### src/rtl/adc_capture_ctrl_pkg.sv
// adc_capture_ctrl_pkg
//   Shared definitions for the ADC capture controller: default sizing
//   constants, the controller state enumeration and a small state decode
//   helper used by the top level.
package adc_capture_ctrl_pkg;

  localparam int DATA_W_DEF = 16;
  localparam int PRE_N_DEF  = 8;
  localparam int POST_N_DEF = 24;
  localparam int DEPTH_DEF  = PRE_N_DEF + POST_N_DEF;

  typedef enum logic [2:0] {
    ST_IDLE      = 3'd0,
    ST_PREFILL   = 3'd1,
    ST_WAIT_TRIG = 3'd2,
    ST_POST      = 3'd3,
    ST_READOUT   = 3'd4
  } cap_state_e;

  // True in the states that keep the ADC strobing and accept samples.
  function automatic logic is_capture(input cap_state_e st);
    logic res;
    case (st)
      ST_PREFILL, ST_WAIT_TRIG, ST_POST: res = 1'b1;
      default:                           res = 1'b0;
    endcase
    return res;
  endfunction

endpackage

### src/rtl/adc_capture_ctrl_ring.sv
// capture_ring
//   Simple dual-port sample ring: synchronous write port, registered read
//   port. The read register only updates when rd_en is high, so the
//   output word holds while the consumer stalls. Contents are never reset.
//   Ports:
//     CLK_i    in   clock
//     wr_en    in   write strobe
//     wr_addr  in   write address
//     wr_data  in   write data
//     rd_en    in   read strobe (rd_data updates on the next edge)
//     rd_addr  in   read address
//     rd_data  out  registered read data
module capture_ring
  import adc_capture_ctrl_pkg::*;
#(
  parameter int DATA_W = DATA_W_DEF,
  parameter int DEPTH  = DEPTH_DEF
) (
  input  logic                     CLK_i,
  input  logic                     wr_en,
  input  logic [$clog2(DEPTH)-1:0] wr_addr,
  input  logic [DATA_W-1:0]        wr_data,
  input  logic                     rd_en,
  input  logic [$clog2(DEPTH)-1:0] rd_addr,
  output logic [DATA_W-1:0]        rd_data
);

  logic [DATA_W-1:0] mem_r [DEPTH];

  // Synchronous write port.
  always_ff @(posedge CLK_i) begin
    if (wr_en) begin
      mem_r[wr_addr] <= wr_data;
    end
  end

  // Registered read port, held while rd_en is low.
  always_ff @(posedge CLK_i) begin
    if (rd_en) begin
      rd_data <= mem_r[rd_addr];
    end
  end

endmodule

### src/rtl/adc_capture_ctrl.sv
// adc_capture_ctrl
//   Triggered ADC capture: after arm_i, strobes the ADC, fills PRE_N
//   pre-trigger samples, waits for a sample above baseline+threshold,
//   captures POST_N samples (trigger included) and then streams the DEPTH
//   ring words out oldest first over a valid/ready interface.
//   Ports:
//     CLK_i        in   clock (rising edge)
//     RST_i        in   synchronous active-high reset
//     adc_data_i   in   ADC sample, valid the cycle after adc_cs_o
//     adc_cs_o     out  ADC chip-select / sample strobe
//     arm_i        in   start an acquisition (honoured in IDLE only)
//     abort_i      in   cancel acquisition or readout
//     baseline_i   in   pedestal
//     threshold_i  in   trigger height above pedestal
//     rd_data_o    out  readout word
//     rd_valid_o   out  readout word valid
//     rd_ready_i   in   downstream accepts
//     rd_last_o    out  final readout word
//     busy_o       out  not IDLE
//     trig_o       out  trigger sample is being written this cycle
//     evt_cnt_o    out  completed readouts (wraps)
module adc_capture_ctrl
  import adc_capture_ctrl_pkg::*;
#(
  parameter int DATA_W = DATA_W_DEF,
  parameter int PRE_N  = PRE_N_DEF,
  parameter int POST_N = POST_N_DEF,
  parameter int DEPTH  = DEPTH_DEF
) (
  input  logic              CLK_i,
  input  logic              RST_i,
  input  logic [DATA_W-1:0] adc_data_i,
  output logic              adc_cs_o,
  input  logic              arm_i,
  input  logic              abort_i,
  input  logic [DATA_W-1:0] baseline_i,
  input  logic [DATA_W-1:0] threshold_i,
  output logic [DATA_W-1:0] rd_data_o,
  output logic              rd_valid_o,
  input  logic              rd_ready_i,
  output logic              rd_last_o,
  output logic              busy_o,
  output logic              trig_o,
  output logic [15:0]       evt_cnt_o
);

  localparam int AW = $clog2(DEPTH);
  localparam int CW = $clog2(DEPTH + 1);

  cap_state_e        state_r, state_nxt_s;
  logic [CW-1:0]     smp_cnt_r, smp_cnt_nxt_s;
  logic [CW-1:0]     rd_cnt_r;
  logic [AW-1:0]     wr_ptr_r;
  logic [AW-1:0]     rd_addr_s;
  logic              cs_r, samp_vld_r, busy_r;
  logic              rd_valid_r, rd_last_r;
  logic [15:0]       evt_cnt_r;
  logic [DATA_W:0]   level_s;
  logic              abort_s, wr_en_s, trig_s, rd_en_s, xfer_s, last_xfer_s;

  // The ADC answers one cycle after the strobe; a sample that arrives once
  // capture has ended (pipeline tail) is dropped by the capture gate.
  assign abort_s     = abort_i && (state_r != ST_IDLE);
  assign wr_en_s     = samp_vld_r && is_capture(state_r) && !abort_i;
  // Sum kept one bit wider so a high pedestal cannot wrap into a low level.
  assign level_s     = {1'b0, baseline_i} + {1'b0, threshold_i};
  assign trig_s      = wr_en_s && (state_r == ST_WAIT_TRIG) && ({1'b0, adc_data_i} > level_s);
  assign xfer_s      = rd_valid_r && rd_ready_i;
  assign last_xfer_s = (state_r == ST_READOUT) && xfer_s && rd_last_r && !abort_i;
  // Fetch whenever the output slot is empty or being drained this cycle.
  assign rd_en_s     = (state_r == ST_READOUT) && !abort_i && (rd_cnt_r < CW'(DEPTH))
                       && (!rd_valid_r || rd_ready_i);
  assign rd_addr_s   = wr_ptr_r + rd_cnt_r[AW-1:0];

  assign adc_cs_o   = cs_r;
  assign busy_o     = busy_r;
  assign rd_valid_o = rd_valid_r;
  assign rd_last_o  = rd_last_r;
  assign evt_cnt_o  = evt_cnt_r;
  // Combinational so the pulse lines up with the cycle the sample is written.
  assign trig_o     = trig_s;

  // Next-state and per-phase sample counting.
  always_comb begin
    state_nxt_s   = state_r;
    smp_cnt_nxt_s = smp_cnt_r;
    if (abort_s) begin
      state_nxt_s   = ST_IDLE;
      smp_cnt_nxt_s = '0;
    end else begin
      case (state_r)
        ST_IDLE: begin
          if (arm_i) begin
            state_nxt_s   = ST_PREFILL;
            smp_cnt_nxt_s = '0;
          end else begin
            state_nxt_s   = ST_IDLE;
          end
        end
        ST_PREFILL: begin
          if (wr_en_s && (smp_cnt_r == CW'(PRE_N - 1))) begin
            state_nxt_s   = ST_WAIT_TRIG;
            smp_cnt_nxt_s = '0;
          end else if (wr_en_s) begin
            smp_cnt_nxt_s = smp_cnt_r + CW'(1);
          end else begin
            smp_cnt_nxt_s = smp_cnt_r;
          end
        end
        ST_WAIT_TRIG: begin
          // The trigger sample is the first post-trigger sample.
          if (trig_s) begin
            state_nxt_s   = ST_POST;
            smp_cnt_nxt_s = CW'(1);
          end else begin
            state_nxt_s   = ST_WAIT_TRIG;
          end
        end
        ST_POST: begin
          if (wr_en_s && (smp_cnt_r == CW'(POST_N - 1))) begin
            state_nxt_s   = ST_READOUT;
            smp_cnt_nxt_s = '0;
          end else if (wr_en_s) begin
            smp_cnt_nxt_s = smp_cnt_r + CW'(1);
          end else begin
            smp_cnt_nxt_s = smp_cnt_r;
          end
        end
        ST_READOUT: begin
          if (last_xfer_s) begin
            state_nxt_s = ST_IDLE;
          end else begin
            state_nxt_s = ST_READOUT;
          end
        end
        default: begin
          state_nxt_s   = ST_IDLE;
          smp_cnt_nxt_s = '0;
        end
      endcase
    end
  end

  // Control state, strobe pipeline, write pointer and event counter.
  always_ff @(posedge CLK_i) begin
    if (RST_i) begin
      state_r    <= ST_IDLE;
      smp_cnt_r  <= '0;
      wr_ptr_r   <= '0;
      cs_r       <= 1'b0;
      samp_vld_r <= 1'b0;
      busy_r     <= 1'b0;
      evt_cnt_r  <= 16'd0;
    end else begin
      state_r    <= state_nxt_s;
      smp_cnt_r  <= smp_cnt_nxt_s;
      cs_r       <= is_capture(state_nxt_s);
      samp_vld_r <= cs_r;
      busy_r     <= (state_nxt_s != ST_IDLE);
      if (wr_en_s) begin
        wr_ptr_r <= wr_ptr_r + AW'(1);
      end
      if (last_xfer_s) begin
        evt_cnt_r <= evt_cnt_r + 16'd1;
      end
    end
  end

  // Readout slot: RAM read register feeds rd_data_o directly, valid/last
  // track which word currently sits in it.
  always_ff @(posedge CLK_i) begin
    if (RST_i) begin
      rd_cnt_r   <= '0;
      rd_valid_r <= 1'b0;
      rd_last_r  <= 1'b0;
    end else if ((state_r == ST_READOUT) && (state_nxt_s == ST_READOUT)) begin
      if (rd_en_s) begin
        rd_cnt_r   <= rd_cnt_r + CW'(1);
        rd_valid_r <= 1'b1;
        rd_last_r  <= (rd_cnt_r == CW'(DEPTH - 1));
      end else if (xfer_s) begin
        rd_valid_r <= 1'b0;
        rd_last_r  <= 1'b0;
      end
    end else begin
      rd_cnt_r   <= '0;
      rd_valid_r <= 1'b0;
      rd_last_r  <= 1'b0;
    end
  end

  capture_ring #(
    .DATA_W (DATA_W),
    .DEPTH  (DEPTH)
  ) u_ring (
    .CLK_i   (CLK_i),
    .wr_en   (wr_en_s),
    .wr_addr (wr_ptr_r),
    .wr_data (adc_data_i),
    .rd_en   (rd_en_s),
    .rd_addr (rd_addr_s),
    .rd_data (rd_data_o)
  );

endmodule
### config.mk
export PLATFORM = sky130hd
export DESIGN_NAME = adc_capture_ctrl
export DESIGN_NICKNAME = d
export VERILOG_FILES = /design/src/rtl/adc_capture_ctrl_pkg.sv /design/src/rtl/adc_capture_ctrl_ring.sv /design/src/rtl/adc_capture_ctrl.sv
export SDC_FILE = /design/constraint.sdc
export NUM_CORES = 1
export LEC_CHECK = 0
export ABC_AREA = 0
export ABC_CLOCK_PERIOD_IN_PS = 5300
export BUFFER_PORTS_ARGS = -buffer_cell sky130_fd_sc_hd__buf_2
export CORE_MARGIN = 10
export CORE_UTILIZATION = 40
export CTS_BUF_LIST = sky130_fd_sc_hd__clkbuf_16
export CTS_CLUSTER_SIZE = 25
export DETAILED_ROUTE_END_ITERATION = 7
export PLACE_DENSITY_LB_ADDON = 0.3
export SYNTH_ARGS = -nofsm -noshare
export SYNTH_HDL_FRONTEND = slang
export SYNTH_SLANG_ARGS = --single-unit
export TNS_END_PERCENT = 5
### constraint.sdc
create_clock -name CLK_i -period 5.3 [get_ports CLK_i]
set_clock_uncertainty 0.05 [all_clocks]
set_input_delay 0.53 -clock CLK_i [delete_from_list [all_inputs] [get_ports CLK_i]]
set_output_delay 0.53 -clock CLK_i [all_outputs]
set_load 0.1 [all_outputs]
---- After elaboration in Yosys (flattened, before gate mapping) ----
Memories as Yosys holds them, arrays and structs flattened. A register that Yosys moved wholly into a read port is not among the register bits.
Cells that the tools add are included.
word-level totals
  RAM bits ................................ 512
  register bits after elaboration ......... 41
  memories kept ........................... 1
  input port bits ......................... 53
  output and inout port bits .............. 37
memories
  memory        depth  width  rd ports  clocked after memory_dff  write ports  RTL line                     RTL
  u_ring.mem_r  32     16     1         1                         1            adc_capture_ctrl_ring.sv:28  logic [DATA_W-1:0] mem_r [DEPTH];
cells by class
  reduce and logical (&&, ||, !) cells .... 27
  mux-type cells .......................... 20
  bitwise gates (word level) .............. 2
  $add $sub $neg .......................... 6
  eq/ne operators ......................... 13
  order comparisons ....................... 2
operators with widths
  kind                                                                   number
  6-bit two-way mux                                                      5
  6-bit one-hot mux with 5 select lines                                  1
  16-bit by 16-bit adder with 17-bit output                              1
  16-bit by 17-bit > comparator with 1-bit output                        1
  16-bit by 1-bit adder with 16-bit output, second input constant        1
  1-bit logical AND                                                      15
  3-bit one-hot mux with 5 select lines                                  1
  6-bit by 1-bit adder with 6-bit output, second input constant          2
  3-bit by 2-bit equality test with 1-bit output, second input constant  4
  6-bit by 5-bit equality test with 1-bit output, second input constant  2
  3-bit two-way mux                                                      4
  1-bit two-way mux                                                      9
  3-bit by 1-bit equality test with 1-bit output, second input constant  2
  3-bit equality test, second input constant                             2
  6-bit by 3-bit equality test with 1-bit output, second input constant  1
  6-bit < comparator, second input constant                              1
  3-bit nonzero test                                                     2
  3-bit OR reduction                                                     2
  5-bit by 1-bit adder with 5-bit output, second input constant          1
  5-bit adder                                                            1
  2-bit inequality test, second input constant                           2
  2-bit OR reduction                                                     2
  3-bit logical NOT                                                      1
  3-bit AND reduction                                                    1
  other kinds (4)                                                        6

---- Logic depth before layout (Yosys ltp) ----
Gate-level depths: netlist of the first run.
  depth in word-level cells ............... 14
  mapped depth ............................ 17
  depth with buffers taken out ............ 17

---- Hierarchy ----
A second synthesis of the first run with hierarchy kept.
second synthesis, totals
  cells, all modules ...................... 1513
  area total of the unflattened synthesis .. 23762.8 um^2
modules (own cells, without submodules)
  module            cells an instance  area each (um^2)  instances  sequential area each (um^2)
  capture_ring      1143               20696.1           1          15855.2
  adc_capture_ctrl  370                3066.7            1          820.8

---- Least setup slack after synthesis of the first run ----
Ideal clock, no wire load.
  path type ............................... input to register
  from .................................... input baseline_i[0]
  to ...................................... register smp_cnt_r[0]
  arrival ................................. 4.389 ns
  cell stages on the path ................. 17
  required time ........................... 5.133 ns
  library setup time ...................... 0.117 ns
  setup slack ............................. 0.743 ns
  cells stage by stage .................... ha_1 > fa_1 > a21o_1 > a21o_2 > a31oi_4 > o31a_2 > a21oi_4 > o21a_1 > nor2_1 > xor2_1 > ha_1 > nand4_1 > or3_1 > o2111ai_1 > a211oi_4 > o211ai_1 > a32o_1
between the ends
  cells in the longest elaborated chain, start to end .. 5
ends and longest elaborated chain
  item                                             RTL line                 RTL
  start: declaration                               adc_capture_ctrl.sv:36   input logic [DATA_W-1:0] baseline_i,
  16-bit by 16-bit adder with 17-bit output        adc_capture_ctrl.sv:66   assign level_s = {1'b0, baseline_i} + {1'b0, threshold_i};
  16-bit by 17-bit > comparator with 1-bit output  adc_capture_ctrl.sv:67   assign trig_s = wr_en_s && (state_r == ST_WAIT_TRIG) && ({1'b0, adc_data_i} > level_s);
  1-bit logical AND                                adc_capture_ctrl.sv:67
  net trig_o                                       adc_capture_ctrl.sv:43   output logic trig_o,
  2-bit inequality test (no line)                  --
  3-bit AND reduction (no line)                    --
  end signal: assignment                           adc_capture_ctrl.sv:156  smp_cnt_r <= smp_cnt_nxt_s;
  end: declaration                                 adc_capture_ctrl.sv:51   logic [CW-1:0] smp_cnt_r, smp_cnt_nxt_s;
The timed path passes the listed nets, and every way through them passes these cells.
A chain may end at the register's enable or synchronous reset.

---- Final worst setup path of the first run ----
  from .................................... input baseline_i[0]
  to ...................................... output trig_o
between the ends
  cells in the longest elaborated chain, start to end .. 3
ends and longest elaborated chain
  item                                             RTL line
  16-bit by 16-bit adder with 17-bit output        adc_capture_ctrl.sv:66
  16-bit by 17-bit > comparator with 1-bit output  adc_capture_ctrl.sv:67
  1-bit logical AND                                adc_capture_ctrl.sv:67
  end: declaration                                 adc_capture_ctrl.sv:43
No other way between the ends.

==> flow_summary.json, run 1 <==
{
  "rsz0062_at_grt": "no",
  "synth_fp_nets": 1247,
  "cts_max_level": 2,
  "clockBufferDepth": 3,
  "clock.fmax_ghz": 0.2133,
  "syn-cell-area_sq_um": 23140,
  "layout_commonest_cell": "edfxtp_1",
  "fin_crit_sh": 0.8848,
  "ys_ff_latch": 569,
  "totalWireLength_microns": 51740,
  "synth-edff-count": 528,
  "cts_root_buf": "clkbuf_16",
  "vias_per_cell": 5.450,
  "antenna_found_initial": 1,
  "cp_max_fo": 5,
  "antennaDiodeCount": 0,
  "postSynthAreaPerCell_sq_um": 20.14,
  "clock_latency_ns": 0.62,
  "initial_core_util": 0.4026,
  "yosysWarnings": 0,
  "cp.required_ns": 4.72,
  "die_w_microns": 260.5,
  "routedWlPerCell_microns": 24.64,
  "cap_violations": 0,
  "p_sw_frac": 0.2089,
  "path_clk_slew_ns": 0.06,
  "cts.repair.resized": 0,
  "die_h_microns": 260.5,
  "crit_arrival_ns": 4.11,
  "hold_class": "input pin to register",
  "cts_setup_buffers": 0,
  "antenna_left": 0,
  "power_density_nw_per_um2": 331.9,
  "ys_seq_area_frac": 0.7207,
  "vias": 11450,
  "power_leakage_uw": 0.008506,
  "nNetsFinal": 1390,
  "peakVddDrop_mv": 0.2690,
  "setup_viol": 0,
  "grt_pass1_vias": 11940,
  "port_buffers": 89,
  "p_seq_frac": 0.560,
  "drc": 0,
  "p_int_uw": 6930,
  "utilization": 0.4592,
  "dr.pass1.iters": 5,
  "cts_sinks": 569,
  "fp-row-count": 88,
  "gp_congestion": 0.7555,
  "place_ws_ns": 0.6160,
  "drive_above_1_share": 0.3139,
  "grt_pass1_wl_microns": 77180,
  "grt_start_max_net_pins": 129,
  "postSynthCellCount": 1149,
  "worst_pin_slew_ns": 1.328,
  "outcome": "completed",
  "dieArea_sq_um": 67870,
  "drtIter0Drc": 952,
  "p_comb_frac": 0.037,
  "io_pins": 90,
  "slew_viol_final": 0,
  "hold_viol": 0,
  "track_usage": 0.1533,
  "layout_setup_ws_ns": 0.6107,
  "criticalPathCategory": "input pin to output port",
  "cts_tree": "done",
  "slew_headroom": 0.1137,
  "start_kind": "input pin",
  "clock_power_share": 0.403,
  "async_flop_share": 0,
  "critPathCaptureType": "output port",
  "fin_setup_tns_ns": 0,
  "synth-main-ff-cell": "edfxtp_1",
  "power.switching_uw": 1830,
  "ctsHoldBuffers": 0,
  "place_hpwl_microns": 30280,
  "mostFrequentLayoutCells": "edfxtp_1 (528), mux4_2 (160), buf_2 (89), nor2_1 (63), clkbuf_16 (56)",
  "core_sq_um": 57480,
  "grt.overflow.total": 0,
  "yosysUniqueCellTypes": 55,
  "cts_buffers": 55,
  "period_minus_slack_ns": 4.689,
  "syn_to_final_growth_pct": 14.07
}
==> logic make-up (layout without fill, tap and decap cells) <==
kind of cell	after synthesis	after routing	share of synthesized area
muxes	180	180	0.1652
DFF	569	569	0.7207
and+or+nand+nor	180	180	0.03937
AOI/OAI and AO/OA	79	79	0.02406
xor gates and xnor gates	39	39	0.01476
adders and majority gates	46	46	0.02541
buffers and inverters	56	242	0.01049
==> final cells by class <==
class	instances	area (sq um)
clock buffers	56	1401
clock inverters	44	224.0
fillers	4881	31080
repair buffers	130	778.2
flip-flops and latches	569	16680
multi-input cells	524	6314
well taps	765	957.2
inverters	12	45.04
==> synth_stat cells, types with 8 or more instances <==
cell type  count  area, sq um
a21o_1         8        60.06
a21oi_1       20        100.1
buf_2         16        80.08
clkbuf_1      24        90.09
dfxtp_1       41        820.8
edfxtp_1     528        15860
ha_1          43        538.0
inv_1         12        45.04
mux2_2        16        180.2
mux4_2       160         3603
nand2_1       30        112.6
nand3_1       10        50.05
nand4_1       10        62.56
nor2_1        82        307.8
o21a_1         8        60.06
o21ai_0       15        75.07
xnor2_1       16        140.1
xor2_1        23        201.4
==> routing by layer <==
layer / up-vias / track usage / share of wire
li1: 5008 / - / -
met1: 6005 / 0.2175 / 0.45
met2: 356 / 0.2432 / 0.47
met3: 76 / 0.02985 / 0.064
met4: 0 / 0.03181 / 0.016
met5: - / 0 / 0
==> worst paths after layout <==
kind | start | end | depth (start not counted) | slack (ns)
setup / recovery | baseline_i[0] | trig_o | 17 | 0.61
hold reg to reg | adc_cs_o$_SDFF_PP0_ | samp_vld_r$_SDFF_PP0_ | 1 | 0.41
hold / removal | rd_ready_i | rd_valid_o$_SDFFE_PP0P_ | 3 | 0.20
setup reg to reg | wr_ptr_r[0]$_SDFFE_PP0P_ | u_ring.rd_data[9]$_DFFE_PP_ | 6 | 1.63
==> critical path, cell delays in order <==
cell and delay (ns):
buf_2 0.10, ha_1 0.22, fa_1 0.41, a21o_1 0.18, a21o_2 0.25, a31oi_4 0.23, o31a_2 0.21, a21oi_4 0.08
o21a_1 0.18, nor2_1 0.10, xor2_1 0.16, ha_1 0.26, nand4_1 0.09, or3_1 0.11, o2111ai_1 0.15, a211oi_4 0.36
buf_2 0.50
==> per-stage QoR <==
step,instance area [sq um],total power (uW),cells,hold WS [ns]
2_1_floorplan,23140,5189,1149,0.3801
3_3_place_gp,24770,5317,2000,0.4010
3_5_place_dp,24770,5326,2000,0.4053
4_1_cts,26400,8854,2100,0.1730
5_1_grt,26400,9060,2100,0.2277
6_report,26400,8760,2100,0.1986
==> sequential cells by signal (all words and copies together), names as in the netlist <==
name and flops:
u_ring.rd_data 16, adc_cs_o 1, rd_valid_o 1, smp_cnt_r 6
evt_cnt_o 16, rd_last_o 1, state_r 3, rd_cnt_r 6
samp_vld_r 1, u_ring.mem_r 512, busy_o 1, wr_ptr_r 5
==> power by group through the flow <==
stage / Combinational [uW] / Sequential (uW) / Clock (uW)
floorplan: 176 / 5010 / 0
global placement: 316 / 5000 / 0
detailed placement: 325 / 5000 / 0
CTS: 326 / 4910 / 3620
global route: 363 / 4900 / 3790
finish: 320 / 4910 / 3530
Note: power is estimated with default switching activity, not from simulation.
==> run 2, diff against run 1 <==
Settings changed: BUFFER_PORTS_ARGS -buffer_cell sky130_fd_sc_hd__buf_2 to not set, DONT_BUFFER_PORTS set to 1, HOLD_SLACK_MARGIN set to 0.06.
==> run 2 against run 1 <==
  * Worst setup slack improved by 0.14 ns
  * Non-clock buffer count fell by 69
  * Critical path depth shrank 1
  * Fmax is 3.1% higher
  * Cell count down 2.8%
  * Design area about the same
  * Sequential power barely moved
  * Highest routed layer unchanged
==> flow_summary.json, run 2 (synthesis results as in run 1) <==
{
  "cts_root_buf": "clkbuf_16",
  "cts_tree": "done",
  "nNetsFinal": 1323,
  "worst_hold_path.num_cells": 2,
  "slew_headroom": 0.2286,
  "clockBufferDepth": 3,
  "critPathCaptureType": "output port",
  "initial_core_util": 0.4026,
  "cpMostUsedCell": "ha_1",
  "antenna_left": 0,
  "cp_top_family": "compound AO/OA/AOI/OAI gates",
  "rr_worst_depth": 6,
  "core_sq_um": 57480,
  "drc": 0,
  "grt_start_max_net_pins": 48,
  "gp_congestion": 0.7390,
  "worst_pin_slew_ns": 1.156,
  "peakVddDrop_mv": 0.2278,
  "port_buffers": 0,
  "placed_cells": 1914,
  "clock_latency_ns": 0.61,
  "antenna_found_initial": 5,
  "rsz0062_at_grt": "no",
  "min-delay-start": "rd_ready_i",
  "io_pins": 90,
  "min_to": "rd_valid_o$_SDFFE_PP0P_",
  "timing.critical_path.cells": "ha_1 -> fa_1 -> a21o_1 -> a21o_2 -> a31oi_4 -> o31a_2 -> a21oi_4 -> o21a_1 -> nor2_1 -> xor2_1 -> ha_1 -> nand4_1 -> or3_1 -> o2111ai_1 -> a211oi_4 -> buf_4",
  "slew_viol_final": 0,
  "vias_per_cell": 5.488,
  "die_w_microns": 260.5,
  "die_h_microns": 260.5,
  "r2r-end": "u_ring.rd_data[7]$_DFFE_PP_",
  "criticalPathCategory": "input pin to output port",
  "cts_sinks": 569,
  "cap_violations": 0,
  "vias": 11200,
  "worst-path-stages": 16,
  "drtIter0Drc": 1091,
  "fin_setup_tns_ns": 0,
  "reg2reg_slack_ns": 1.50,
  "crit_arrival_ns": 3.97,
  "start_kind": "input pin",
  "cp.required_ns": 4.72,
  "cp_max_fo": 5,
  "path_clk_slew_ns": 0.06,
  "fin_cells": 2041,
  "mostFrequentLayoutCells": "edfxtp_1 (528), mux4_2 (160), nor2_1 (70), clkbuf_16 (58), ha_1 (42)",
  "hold_class": "input pin to register",
  "fp-row-count": 88,
  "dieArea_sq_um": 67870,
  "fin_crit_sh": 0.8583,
  "track_usage": 0.1582,
  "cp_slowest_cell": "fa_1",
  "grt_pass1_wl_microns": 78540,
  "cts_setup_buffers": 0,
  "regMostFlops": "u_ring.mem_r",
  "worstPathBufferInverterCount": 1,
  "clock.fmax_ghz": 0.2198,
  "drive_above_1_share": 0.2695,
  "place_hpwl_microns": 31010,
  "cts_max_level": 2,
  "crit-reg2reg-launch": "wr_ptr_r[0]$_SDFFE_PP0P_",
  "power_density_nw_per_um2": 340.8,
  "totalWireLength_microns": 53100,
  "power_leakage_uw": 0.008299,
  "grt_pass1_vias": 11680,
  "setup_viol": 0,
  "hold_viol": 0,
  "outcome": "completed",
  "grt.overflow.total": 0,
  "syn_to_final_growth_pct": 14.07,
  "critPathMaxStageDelay_ns": 0.42,
  "layout_commonest_cell": "edfxtp_1",
  "period_minus_slack_ns": 4.549,
  "dr.pass1.iters": 7,
  "routedWlPerCell_microns": 26.01,
  "largest_reg_flops": 512,
  "cts_buffers": 57
}
## run 2: changes by cell type in the layout (fill, tap and decap cells not counted), sizes merged, moves of 3 or more
cell         delta
buf            -78
diode           +7
bufinv          +3
inv            -11
clkinv         +10
dlygate4sd3     +9
## run 2: worst max-delay path by stage
| stage | start | end | slack, ns |
|---|---|---|---|
| CTS | baseline_i[0] | trig_o | 0.75 |
| detailed placement | baseline_i[0] | trig_o | 0.77 |
| global placement | baseline_i[0] | trig_o | 0.87 |
| floorplan | baseline_i[0] | smp_cnt_r[0]$_SDFFE_PP0P_ | 0.74 |
| finish | baseline_i[0] | trig_o | 0.75 |
| global route | baseline_i[0] | trig_o | 0.56 |
## run 2: power by group
| part | switching [uW] | leakage [uW] | internal, uW |
|---|---|---|---|
| Clock | 1650 | 0.000916 | 2130 |
| Combinational | 176 | 0.00231 | 120 |
| Sequential | 13.7 | 0.00507 | 4900 |
## run 2: repair_timing
item | CTS | global route
hold buffers | 17 | 0
resized for setup | 0 | 0
hold endpoints to repair | 535 | 0
## run 2: final cells by class
cell class              instances  area (sq um)
diodes                          7         17.52
clock buffers                  58          1451
clock inverters                45         322.8
fillers                      4838         31080
inverters                      12         45.04
multi-input cells             524          6296
flip-flops and latches        569         16680
well taps                     765         957.2
repair buffers                 61         630.6
## run 2: worst reg2reg max path: stages (launching register included)
cell and delay, ns:
dfxtp_1 0.40, ha_4 0.21, fa_4 1.23, buf_12 0.37
mux4_2 0.42, mux4_2 0.56, mux2_2 0.33
## run 2: per-stage QoR
step | power, uW | setup slack [ns] | cell area, sq um | util | hold WS, ns
6_report | 8995 | 0.7510 | 26400 | 0.4593 | 0.09735
5_1_grt | 9304 | 0.5638 | 26380 | 0.4591 | 0.09015
4_1_cts | 9086 | 0.7546 | 26380 | 0.4590 | 0.06389
3_5_place_dp | 5232 | 0.7667 | 24350 | 0.4237 | 0.4367
3_3_place_gp | 5231 | 0.8668 | 24350 | 0.4237 | 0.4225
2_1_floorplan | 5189 | 0.7435 | 23140 | - | 0.3801
## run 2: routing by layer
| metal | global-route usage | share of wire | up-vias |
|---|---|---|---|
| met4 | 0.03601 | 0.016 | 0 |
| met1 | 0.2136 | 0.42 | 5903 |
| li1 | - | - | 4882 |
| met2 | 0.2489 | 0.48 | 357 |
| met3 | 0.04839 | 0.089 | 60 |
| met5 | 0 | 0 | - |
